`src/rtl/prim_ram_2p_arb.sv`:
```
// prim_ram_2p_arb
// Round-robin front end that lets NumReq clients share one port of a
// two-port RAM. A small tracker remembers which client issued each read
// still in flight, so each returned word is handed back to that client.
// ECC errors on routed responses are counted. A response that arrives
// with no read behind it, or a read whose response never shows up, sets
// a sticky protocol-error flag.
module prim_ram_2p_arb #(
  parameter int NumReq    = 4,
  parameter int Depth     = 512,
  parameter int Width     = 32,
  parameter int RdLatency = 1,
  parameter int SramAw    = $clog2(Depth)
) (
  input  logic                     clk_i,
  input  logic                     rst_i,
  input  logic [NumReq-1:0]        req_i,
  input  logic [NumReq-1:0]        write_i,
  input  logic [NumReq*SramAw-1:0] addr_i,
  input  logic [NumReq*Width-1:0]  wdata_i,
  output logic [NumReq-1:0]        gnt_o,
  output logic [NumReq-1:0]        rvalid_o,
  output logic [Width-1:0]         rdata_o,
  output logic [1:0]               rerror_o,
  output logic                     mem_req_o,
  output logic                     mem_write_o,
  output logic [SramAw-1:0]        mem_addr_o,
  output logic [Width-1:0]         mem_wdata_o,
  input  logic                     mem_rvalid_i,
  input  logic [Width-1:0]         mem_rdata_i,
  input  logic [1:0]               mem_rerror_i,
  input  logic                     err_clr_i,
  output logic [15:0]              err_cnt_o,
  output logic                     proto_err_o
);

  localparam int IdW = $clog2(NumReq);

  logic [IdW-1:0]                rr_ptr_q, rr_ptr_d;
  logic                          gnt_any;
  logic [IdW-1:0]                gnt_idx;
  logic [IdW:0]                  cand;
  logic [IdW-1:0]                cand_idx;
  logic [RdLatency-1:0]          trk_valid_q;
  logic [RdLatency-1:0][IdW-1:0] trk_id_q;
  logic                          head_valid;
  logic [IdW-1:0]                head_id;
  logic                          routed;
  logic [15:0]                   err_cnt_q;
  logic                          proto_err_q;

  // Pick the first requester at or after rr_ptr, wrapping; nothing during reset
  always_comb begin
    gnt_any  = 1'b0;
    gnt_idx  = '0;
    cand     = '0;
    cand_idx = '0;
    for (int i = 0; i < NumReq; i++) begin
      cand = {1'b0, rr_ptr_q} + (IdW+1)'(i);
      if (cand >= (IdW+1)'(NumReq)) begin
        cand = cand - (IdW+1)'(NumReq);
      end
      cand_idx = cand[IdW-1:0];
      if (!gnt_any && req_i[cand_idx]) begin
        gnt_any = 1'b1;
        gnt_idx = cand_idx;
      end
    end
    if (rst_i) begin
      gnt_any = 1'b0;
    end
  end

  // One-hot grant and RAM-side mux driven straight from the winner
  always_comb begin
    gnt_o = '0;
    if (gnt_any) begin
      gnt_o[gnt_idx] = 1'b1;
    end
    mem_req_o   = gnt_any;
    mem_write_o = write_i[gnt_idx];
    mem_addr_o  = addr_i[int'(gnt_idx)*SramAw +: SramAw];
    mem_wdata_o = wdata_i[int'(gnt_idx)*Width +: Width];
  end

  // Pointer moves just past the winner; holds when nobody was granted
  always_comb begin
    rr_ptr_d = rr_ptr_q;
    if (gnt_any) begin
      if (gnt_idx == IdW'(NumReq-1)) begin
        rr_ptr_d = '0;
      end else begin
        rr_ptr_d = gnt_idx + IdW'(1);
      end
    end
  end

  // Round-robin pointer register
  always_ff @(posedge clk_i) begin
    if (rst_i) begin
      rr_ptr_q <= '0;
    end else begin
      rr_ptr_q <= rr_ptr_d;
    end
  end

  // In-flight read tracker: one stage per cycle of RAM read latency
  always_ff @(posedge clk_i) begin
    if (rst_i) begin
      trk_valid_q <= '0;
      trk_id_q    <= '0;
    end else begin
      trk_valid_q[0] <= gnt_any & ~mem_write_o;
      trk_id_q[0]    <= gnt_idx;
      for (int i = 1; i < RdLatency; i++) begin
        trk_valid_q[i] <= trk_valid_q[i-1];
        trk_id_q[i]    <= trk_id_q[i-1];
      end
    end
  end

  assign head_valid = trk_valid_q[RdLatency-1];
  assign head_id    = trk_id_q[RdLatency-1];
  assign routed     = mem_rvalid_i & head_valid & ~rst_i;

  // Hand the returning word to whichever client issued the read
  always_comb begin
    rvalid_o = '0;
    if (routed) begin
      rvalid_o[head_id] = 1'b1;
    end
    rdata_o  = mem_rdata_i;
    rerror_o = mem_rerror_i;
  end

  // Saturating ECC error counter; a clear beats a same-cycle increment
  always_ff @(posedge clk_i) begin
    if (rst_i) begin
      err_cnt_q <= '0;
    end else if (err_clr_i) begin
      err_cnt_q <= '0;
    end else if (routed && (mem_rerror_i != 2'b00) && (err_cnt_q != 16'hFFFF)) begin
      err_cnt_q <= err_cnt_q + 16'd1;
    end
  end

  // Sticky flag for a response without a read, or a read without a response
  always_ff @(posedge clk_i) begin
    if (rst_i) begin
      proto_err_q <= 1'b0;
    end else if (err_clr_i) begin
      proto_err_q <= 1'b0;
    end else if (mem_rvalid_i != head_valid) begin
      proto_err_q <= 1'b1;
    end
  end

  assign err_cnt_o   = err_cnt_q;
  assign proto_err_o = proto_err_q;

endmodule

```
`config.mk`:
```
export PLATFORM = sky130hd
export DESIGN_NAME = prim_ram_2p_arb
export DESIGN_NICKNAME = d
export VERILOG_FILES = /design/src/rtl/prim_ram_2p_arb.sv
export SDC_FILE = /design/constraint.sdc
export NUM_CORES = 1
export LEC_CHECK = 0
export BUFFER_PORTS_ARGS = -buffer_cell sky130_fd_sc_hd__buf_2
export CORE_AREA = 2 2 122 124
export DETAILED_ROUTE_END_ITERATION = 8
export DIE_AREA = 0 0 124 126
export SYNTH_ARGS = -nofsm -noshare
export SYNTH_HDL_FRONTEND = slang
export SYNTH_SLANG_ARGS = --single-unit
export TNS_END_PERCENT = 5
```
`constraint.sdc`:
```
create_clock -name clk_i -period 2.8 [get_ports clk_i]
set_input_delay 0.28 -clock clk_i [delete_from_list [all_inputs] [get_ports clk_i]]
set_output_delay 0.28 -clock clk_i [all_outputs]
set_load 0.02 [all_outputs]
```
==> impl_metrics.py <==
metrics = {
    "setup_path": {
        "slowest_delay_ns": 0.47,
        "r2r_cells": 7,
        "cp_max_fo": 67,
        "required_ns": 2.52,
        "critPathKind": "register to primary output",
        "arrival_ns": 2.38,
        "slowest_stage": "dfxtp_1",
        "start_kind": "register",
        "worstPathCellList": "mux2i_1 > o221ai_4 > inv_2 > buf_12 > buf_4 > a211oi_2 > a31oi_1 > buf_2",
        "critPathCaptureType": "primary output",
    },
    "timing": {
        "hold_violations": 0,
        "finalCritPeriodShare_pct": 95.2,
        "setup_viol": 0,
        "period_minus_slack_ns": 2.66,
        "fmax_mhz": 375,
        "rsz0062_at_grt": "false",
        "tns_ns": 0,
        "relSlewSlack_pct": 57.6,
        "worst_slew_pin_slew_ns": 0.630,
        "maxSlewViolCount": 0,
        "fin_skew_ns": 0.00148,
    },
    "routing": {
        "totalWireLength_um": 11900,
        "vias_per_cell": 4.67,
        "postRouteAntennaNets": 0,
        "vias": 3678,
        "dr.first_iter.drc_count": 103,
        "first_pass_iters": 4,
        "remaining_drc_errors": 0,
        "wl_per_cell_um": 15.1,
    },
    "clock_tree": {
        "cts_buffer_depth": 2,
        "clock_sinks": 22,
        "root_buffer": "clkbuf_16",
        "tritoncts": "built",
        "cts_buffers": 3,
        "clk_pin_slew_ns": 0.06,
        "insertion_delay_ns": 0.25,
        "cts_hold_buf": 0,
        "htreeDepth": 1,
        "post-cts-setup-buffers": 0,
        "cts_resized": 0,
    },
    "global_route": {
        "grt_max_degree": 68,
        "grt_pass1_wl_um": 17800,
        "grt_pass1_vias": 3458,
        "track_usage_pct": 14.3,
        "gr-total-overflow": 0,
        "antenna_found_initial": 3,
    },
    "status": {
        "status": "finished clean",
    },
    "final_layout": {
        "register_area_um2": 440,
        "fin_area_um2": 4180,
        "fill_cells": 1628,
        "area_delta_synth_final_pct": 40.5,
        "drive_above_1_share_pct": 48.9,
        "fin_nets": 817,
        "multi_input_comb_area_um2": 2050,
    },
    "floorplanning": {
        "die_w_um": 124,
        "core-area_um2": 14300,
        "dieHeight_um": 126,
        "ios": 312,
        "initial_core_util_pct": 20.8,
        "row_count": 44,
        "fp.dieArea_um2": 15600,
    },
    "placement": {
        "dp_hpwl_um": 9740,
        "portBuffers": 247,
        "gp_congestion": 0.778,
        "placed_cell_area_um2": 4090,
    },
    "logic_synthesis": {
        "yosys.cell_types.count": 54,
        "postSynthCellCount": 408,
        "yosysSeqAreaShare_pct": 14.8,
        "ys_warn_count": 0,
        "yosysTopAreaCell": "dfxtp_1",
        "syn_avg_cell_area_um2": 7.30,
        "synth-seq-cells": 22,
        "synthArstFlopShare_pct": 0,
        "synth_edf_count": 0,
        "syn-num-nets": 621,
        "yosysMostFrequentCell": "nand2_1",
        "synthTopCellsByArea": "dfxtp_1, nand2_1, a31oi_1, and2_1, buf_4",
        "netlist_area_um2": 2980,
        "synthTopCellsByCount": "nand2_1, a31oi_1, and2_1, buf_4, a211oi_1",
        "yosysTopAreaCellShare_pct": 14.8,
        "synthFlopType": "dfxtp_1",
    },
    "hold_path": {
        "hp-class": "input port to register",
        "hold-path-cell-count": 2,
    },
    "power": {
        "peakVddDrop_mv": 0.177,
        "power_density_nw_per_um2": 516,
        "p_leak_nw": 1.97,
    },
    "run": {
        "maxCapViolations": 0,
    },
}
## state kept, by name, summed over array words and instances, names as in the netlist
signal       cells
err_cnt_o       16
head_id          2
head_valid       1
proto_err_o      1
rr_ptr_q         2
## cell type report
class,count,share of cell area (%)
antenna,1,0.0598
clock buffer,4,2.12
inverter,5,0.449
multi-input combinational,318,49.0
sequential,22,10.5
tap,184,5.50
timing repair buffer,254,32.3
## per-layer routing
metal  share of wire (%)  up-vias  global-route usage (%)
met3                 6.9       18                    3.03
li1                    -     1812                       -
met5                0.25        -                       0
met2                  52      152                    27.1
met4                 1.4        4                    2.58
met1                  39     1692                    16.3
## worst max-delay path: cells and delay by family, from the launching register on
family	cells	cell delay (ns)
AO/OA/AOI/OAI	3	0.42
flip-flops	1	0.47
buffers and inverters	4	0.79
multiplexers	1	0.38
## metrics by stage
stage	total power [mW]	std cells	utilization (%)	setup slack (ns)	hold slack [ns]
2_1_floorplan	1.45	408	-	0.738	0.349
3_3_place_gp	1.85	783	28.6	0.511	0.449
3_5_place_dp	1.86	783	28.6	0.423	0.474
4_1_cts	2.19	787	29.2	0.135	0.277
5_1_grt	2.32	788	29.2	0.0230	0.296
6_report	2.16	788	29.2	0.136	0.285
## power breakdown
part	switching (mW)	total (mW)	internal [mW]
combinational	0.909	1.49	0.577
clock	0.110	0.328	0.218
sequential	0.0192	0.347	0.328
total	1.04	2.16	1.12
## worst paths after layout
check | startpoint | to | slack (ns)
max | rr_ptr_q[1]$_SDFFE_PP0P_ | mem_wdata_o[21] | 0.14
min | rst_i | rr_ptr_q[0]$_SDFFE_PP0P_ | 0.29
max reg2reg | rr_ptr_q[1]$_SDFFE_PP0P_ | rr_ptr_q[0]$_SDFFE_PP0P_ | 0.72
min reg2reg | proto_err_o$_SDFFE_PP0P_ | proto_err_o$_SDFFE_PP0P_ | 0.48
## layout by cell type (no fill, tap or decap), types with 2 or more instances in the layout
cell,count
a21oi_1,9
buf_2,247
ha_1,3
a31oi_1,41
mux2i_1,3
and2_1,41
nand2_1,91
nand4_1,2
nand3_1,3
nor4_1,2
buf_4,2
xnor2_1,3
dfxtp_1,22
o211ai_1,4
xor2_1,6
and3_1,4
nor3_1,7
a211oi_2,17
a211oi_1,26
or2_2,3
nor2_1,18
and2_4,4
or4_1,2
inv_1,4
clkbuf_16,3
o21ai_0,2
or3_1,2
nor2b_1,2
buf_12,5
## kinds of logic (layout without fill, tap and decap cells)
logic type | after synthesis | count (layout) | share of synthesized area, %
AND/OR/NAND/NOR | 194 | 194 | 33.8
adder cells (fa/ha/maj) | 3 | 3 | 1.26
XOR/XNOR | 9 | 9 | 2.65
flip-flops | 22 | 22 | 14.8
other | 0 | 1 | 0
buffers and inverters | 68 | 263 | 17.1
multiplexers | 4 | 4 | 1.76
AO/OA/AOI/OAI | 108 | 108 | 28.7
Power figures use the tool's default switching activity.
